$ cat src/rtl/alu_arbiter.sv
// Two-requester arbiter in front of a shared combinational ALU (IDLE/EXEC/RESP).
// Define ALU_ARB_ROUND_ROBIN_EN for round-robin contention; default is fixed priority to req0.
module alu_arbiter #(
   parameter int DATA_W = 32
) (
   input  logic              clk,
   input  logic              rst_n,
   input  logic              req0_valid,
   output logic              req0_ready,
   input  logic [DATA_W-1:0] req0_src1,
   input  logic [DATA_W-1:0] req0_src2,
   input  logic [2:0]        req0_ctr,
   input  logic              req1_valid,
   output logic              req1_ready,
   input  logic [DATA_W-1:0] req1_src1,
   input  logic [DATA_W-1:0] req1_src2,
   input  logic [2:0]        req1_ctr,
   output logic              rsp0_valid,
   input  logic              rsp0_ready,
   output logic [DATA_W-1:0] rsp0_result,
   output logic              rsp0_zero,
   output logic              rsp1_valid,
   input  logic              rsp1_ready,
   output logic [DATA_W-1:0] rsp1_result,
   output logic              rsp1_zero,
   output logic [DATA_W-1:0] alu_src1,
   output logic [DATA_W-1:0] alu_src2,
   output logic [2:0]        alu_ctr,
   input  logic [DATA_W-1:0] alu_result,
   input  logic              alu_zero
);

   typedef enum logic [1:0] {
      IDLE,
      EXEC,
      RESP
   } state_t;

   state_t            state_q, state_d;
   logic              gnt_q, gnt_d;
   logic [DATA_W-1:0] src1_q, src1_d;
   logic [DATA_W-1:0] src2_q, src2_d;
   logic [2:0]        ctr_q, ctr_d;
   logic [DATA_W-1:0] res_q, res_d;
   logic              zero_q, zero_d;
   logic              win;
   logic              any_v;

   assign any_v = req0_valid | req1_valid;

`ifdef ALU_ARB_ROUND_ROBIN_EN
   logic last_q, last_d;

   // On contention the requester not granted last time wins.
   assign win = (req0_valid && req1_valid) ? ~last_q : ~req0_valid;
`else
   assign win = ~req0_valid;
`endif

   always_comb begin
      state_d    = state_q;
      gnt_d      = gnt_q;
      src1_d     = src1_q;
      src2_d     = src2_q;
      ctr_d      = ctr_q;
      res_d      = res_q;
      zero_d     = zero_q;
      req0_ready = 1'b0;
      req1_ready = 1'b0;
`ifdef ALU_ARB_ROUND_ROBIN_EN
      last_d     = last_q;
`endif
      unique case (state_q)
         IDLE: begin
            if (rst_n && any_v) begin
               req0_ready = ~win;
               req1_ready = win;
               gnt_d      = win;
               src1_d     = win ? req1_src1 : req0_src1;
               src2_d     = win ? req1_src2 : req0_src2;
               ctr_d      = win ? req1_ctr : req0_ctr;
               state_d    = EXEC;
`ifdef ALU_ARB_ROUND_ROBIN_EN
               last_d     = win;
`endif
            end
         end
         EXEC: begin
            res_d   = alu_result;
            zero_d  = alu_zero;
            state_d = RESP;
         end
         RESP: begin
            if (gnt_q ? rsp1_ready : rsp0_ready) begin
               state_d = IDLE;
            end
         end
         default: state_d = IDLE;
      endcase
   end

   always_ff @(posedge clk or negedge rst_n) begin
      if (!rst_n) begin
         state_q <= IDLE;
         gnt_q   <= 1'b0;
         src1_q  <= '0;
         src2_q  <= '0;
         ctr_q   <= '0;
         res_q   <= '0;
         zero_q  <= 1'b0;
      end else begin
         state_q <= state_d;
         gnt_q   <= gnt_d;
         src1_q  <= src1_d;
         src2_q  <= src2_d;
         ctr_q   <= ctr_d;
         res_q   <= res_d;
         zero_q  <= zero_d;
      end
   end

`ifdef ALU_ARB_ROUND_ROBIN_EN
   always_ff @(posedge clk or negedge rst_n) begin
      if (!rst_n) begin
         last_q <= 1'b1;
      end else begin
         last_q <= last_d;
      end
   end
`endif

   // ALU inputs come only from the latched operands, so they never follow live requests.
   assign alu_src1    = src1_q;
   assign alu_src2    = src2_q;
   assign alu_ctr     = ctr_q;

   assign rsp0_valid  = (state_q == RESP) && !gnt_q;
   assign rsp1_valid  = (state_q == RESP) && gnt_q;
   assign rsp0_result = res_q;
   assign rsp1_result = res_q;
   assign rsp0_zero   = zero_q;
   assign rsp1_zero   = zero_q;

endmodule

$ cat config.mk
export PLATFORM = sky130hd
export DESIGN_NAME = alu_arbiter
export DESIGN_NICKNAME = d
export VERILOG_FILES = /design/src/rtl/alu_arbiter.sv
export SDC_FILE = /design/constraint.sdc
export NUM_CORES = 1
export LEC_CHECK = 0
export ABC_CLOCK_PERIOD_IN_PS = 2950
export CORE_MARGIN = 4
export CORE_UTILIZATION = 41
export CTS_CLUSTER_SIZE = 12
export DETAILED_ROUTE_END_ITERATION = 10
export PLACE_DENSITY_LB_ADDON = 0.1
export SLEW_MARGIN = 20
export SYNTH_ARGS = -nofsm -noshare
export SYNTH_HDL_FRONTEND = slang
export SYNTH_SLANG_ARGS = --single-unit
export TNS_END_PERCENT = 10
$ cat constraint.sdc
create_clock -name clk -period 2.95 [get_ports clk]
set_clock_uncertainty 0.1 [all_clocks]
set_input_delay 0.59 -clock clk [delete_from_list [all_inputs] [get_ports clk]]
set_output_delay 0.59 -clock clk [all_outputs]
set_load 0.005 [all_outputs]
== After elaboration in Yosys (flattened, before gate mapping) ==
Index checks and enable logic that the tools add are counted.

* Register bits after elaboration: 103
* Word-level logic and storage cells: 31
* Bits of input ports: 173
* Output and inout bits: 137

* Equality and inequality tests: 4
* Reductions and logical operators: 7
* Multiplexer cells: 11
* Bitwise logic cells: 2

{| class="wikitable"
|+ Operators by type and width
! operator !! count
|-
| 2-to-1 mux 32 bit || 2
|-
| case mux 2 bit (3 select lines) || 1
|-
| 2-to-1 mux 1 bit || 5
|-
| 2-to-1 mux 2 bit || 2
|-
| inequality test 2 bit, second input constant || 2
|-
| AND reduction 2 bit || 2
|-
| logical AND 1 bit || 3
|-
| 2-to-1 mux 3 bit || 1
|-
| == test 2 x 1 -> 1 bit, second input constant || 1
|-
| == test 2 bit, second input constant || 1
|-
| logical NOT 2 bit || 1
|-
| logical NOT 1 bit || 1
|-
| NOT 1 bit || 1
|-
| OR 1 bit || 1
|}

== Depth between registers and ports, before layout ==
* Word-level depth: 4
* Gate-level depth with buffers: 5
* Depth with buffers taken out: 3

== Least setup slack after synthesis ==
OpenSTA, ideal clock, no wires.

* Path kind: input to output
* Start point: in rst_n
* End point: out req1_ready
* Data required time: 2.260 ns
* Arrival time: 1.354 ns
* Slack: 0.906 ns
* Buffers on the path: 2
* Stages on the path: 5
* Cell sequence: nor3b_2 o21a_1 buf_6 buf_12 nor2b_1

* Longest elaborated chain between the ends: 3

{| class="wikitable"
|+ RTL lines
! item !! RTL line !! text
|-
| from (decl) || 7 || <nowiki>input logic rst_n,</nowiki>
|-
| logical AND 1 bit || 75 || <nowiki>if (rst_n && any_v) begin</nowiki>
|-
| 2-to-1 mux 1 bit || 75 ||
|-
| 2-to-1 mux 1 bit || 73 || <nowiki>unique case (state_q)</nowiki>
|-
| to (decl) || 14 || <nowiki>output logic req1_ready,</nowiki>
|}

Every way passes these cells.

== Worst setup path in the final report ==
* Start point: in req1_valid
* End point: out req1_ready

* Longest elaborated chain between the ends: 4

{| class="wikitable"
|+ RTL lines
! item !! RTL line !! text
|-
| from (decl) || 13 || <nowiki>input logic req1_valid,</nowiki>
|-
| OR 1 bit || 49 || <nowiki>assign any_v = req0_valid | req1_valid;</nowiki>
|-
| logical AND 1 bit || 75 ||
|-
| 2-to-1 mux 1 bit || 75 ||
|-
| 2-to-1 mux 1 bit || 73 ||
|}

Every way passes these cells.

==> metrics <==
Critical Path RT=2.26 ns; slew margin rel.=a little over half; Layout Cells excl Fill=around 780; Ys Warns=0; Tcrit/Tclk final=between 80 and 90%; post-synth top area cell=dfrtp_1; Syn Nets=roughly 510; Rows=41; Antenna Nets Post-Route=0; Core ar.=roughly 0.013 mm2; die area=between 0.01 and 0.015 mm2; clock share of power=approximately 16%; # port buffers=309; crit path max fanout=2; crit start category=input pin; routability congestion estimate=between 0.7 and 0.8; worst r2r src=state_q[1]$_DFFE_PN0P_; largest family of logic cells by synthesized area=multiplexers; clk_lat worst skew=0.33 ns; Avg WL per Cell=around 19 um; final setup TNS=0 ns; DR iter-0 viols=~150; min Tclk post-route=2.550 ns; commonest non-fill, non-tap cell in the layout=clkdlybuf4s50_1; # DRC=0; Hold WS=between 0.3 and 0.4 ns; top cells by area, synth=dfrtp_1, mux2_2, mux2_4; share of cells above drive strength 1=a little under a third; Die Height=121.2 um; hold_buf cts=0; I/O pins=310; switching share of power=approximately a quarter; mux share of post-synthesis cell area=about two fifths; worst min-delay path category=input pin to asynchronous set/reset pin; CTS tree=built; first-pass GRT wire length=21.96 mm; power per cell area=slightly above 900 mW/mm2; Total GRT Usage=between 15 and 20%; most frequent cells in the layout=clkdlybuf4s50_1, dfrtp_1, mux2_2; gr ovfl total=0; Post-Syn Area=0.005258 mm2; FF+latch count, synth=between 100 and 150; Detailed Routing Iterations Pass 1=4; status=finished, final reports clean; Initial Util=between 40% and 50%; Area Overhead vs Synth=60.88%; post-synthesis cell count=roughly 340; Die Span X=around 120 um; Flop pwr share=about a third; initial antenna violation count=0; Post-CTS Setup Bufs=0; Synth cell types=16; clk slew on worst S/H paths=0.07 ns; RSZ-0062 raised after global routing=no; vias in the first global route=4017; sequential area share after synthesis=approximately 50%; dpl hpwl=~11 mm; final hold violations=0; complex-gate fraction of the synthesized area=less than 1%; Inst Count DP=between 700 and 800; Slew Limit Fails=0; xor/xnor cell area share of the yosys netlist=0%; Lkg Pwr=~0.0035 uW; DRT Wirelength=~15 mm; Int Power=5662 uW; fmax=approximately 400 MHz; Synth Area in Simple Gates=0.8567%; share of the synthesized area in the top cell type=approximately half; Tightest Pin Transition=around 0.68 ns; clk sink count=about 100; Final Setup Violations=0; CTS Root Cell=clkbuf_16; adder-cell share of the synthesized area=0%; Worst VDD drop=0.5070 mV; Worst Setup SP=req1_valid; critical path class=input pin to output pin; largest net degree at the start of global routing=70; Critical Path Sink Type=output pin; Synth Area per Inst=15.69 um2; net switching power=between 2000 and 2500 uW; maxcap violations=0; vias per std cell=~4.7; ANT cells=0; Net count, final=about 780; Comb pwr share=between 50% and 60%; cts bufs inserted=9; H-tree levels=3; clk buf depth=2; vias=between 3000 and 4000; post_cts resized=0; CP Data Arrival Time=1.86 ns
==> cells in the mapped netlist <==
cell	number
dfrtp_1	103
mux2_2	101
mux2_4	67
buf_4	33
buf_2	11
buf_12	7
buf_6	2
nand2b_1	2
nor2_1	2
and2_1	1
inv_1	1
mux2i_1	1
nor2b_1	1
nor3b_2	1
o21a_1	1
o21ai_0	1
==> routing by layer <==
layer / track usage (%) / wire length (um)
met1: 22.00 / 5516
met3: 5.221 / 1142
met2: 35.05 / 7638
met5: 0 / 0
met4: 6.863 / 284
==> worst max-delay path: stages <==
cell	delay [ns]
clkdlybuf4s50_1	0.48
o21a_4	0.14
nor2b_1	0.14
clkdlybuf4s50_1	0.51
==> stage by stage <==
step	total power, uW	worst slack (ns)	cell area (um2)	util [%]
2_1_floorplan	4441	0.9062	5258	-
3_3_place_gp	6491	0.3965	8158	64.91
3_5_place_dp	6552	0.4066	8158	64.91
4_1_cts	7817	0.3636	8458	67.30
5_1_grt	8128	0.3262	8458	67.30
6_report	7698	0.3997	8458	67.30
==> cells by family after synthesis <==
family,Yosys count
buf+inv,54
compound gates,2
flops,103
simple gates,7
mux,169
==> power groups by stage <==
stage / clock network (uW) / logic, uW / registers, uW
after floorplan: 0 / 1820 / 2620
after global placement: 0 / 3890 / 2600
after detailed placement: 0 / 3920 / 2630
after CTS: 1250 / 3940 / 2630
after global routing: 1310 / 4100 / 2720
final: 1200 / 3870 / 2630
==> sequential cells by signal, indices dropped and copies added (netlist names) <==
register / cells
gnt_q: 1
rsp0_result: 32
state_q: 2
rsp0_zero: 1
alu_ctr: 3
alu_src2: 32
alu_src1: 32
==> final cells by class <==
class / instances / area (um2)
fillers: 965 / 4110
repair buffers: 315 / 3143
flip-flops and latches: 103 / 2577
multi-input cells: 178 / 2218
clock buffers: 9 / 225.2
well taps: 172 / 215.2
clock inverters: 5 / 75.07
inverters: 1 / 3.754
==> worst paths after layout <==
path | endpoint | slack [ns] | cells past startpoint
worst max register to register | alu_src2[16]$_DFFE_PN0P_ | 1.02 | 4
max in group asynchronous | alu_src2[28]$_DFFE_PN0P_ | 1.32 | 3
worst min-delay path | alu_ctr[0]$_DFFE_PN0P_ | 0.31 | 2
min in group clk | alu_src1[17]$_DFFE_PN0P_ | 0.41 | 1
worst min register to register | alu_src1[17]$_DFFE_PN0P_ | 0.41 | 1
worst max-delay path | req1_ready | 0.40 | 4
Power figures use the tool's default switching activity.
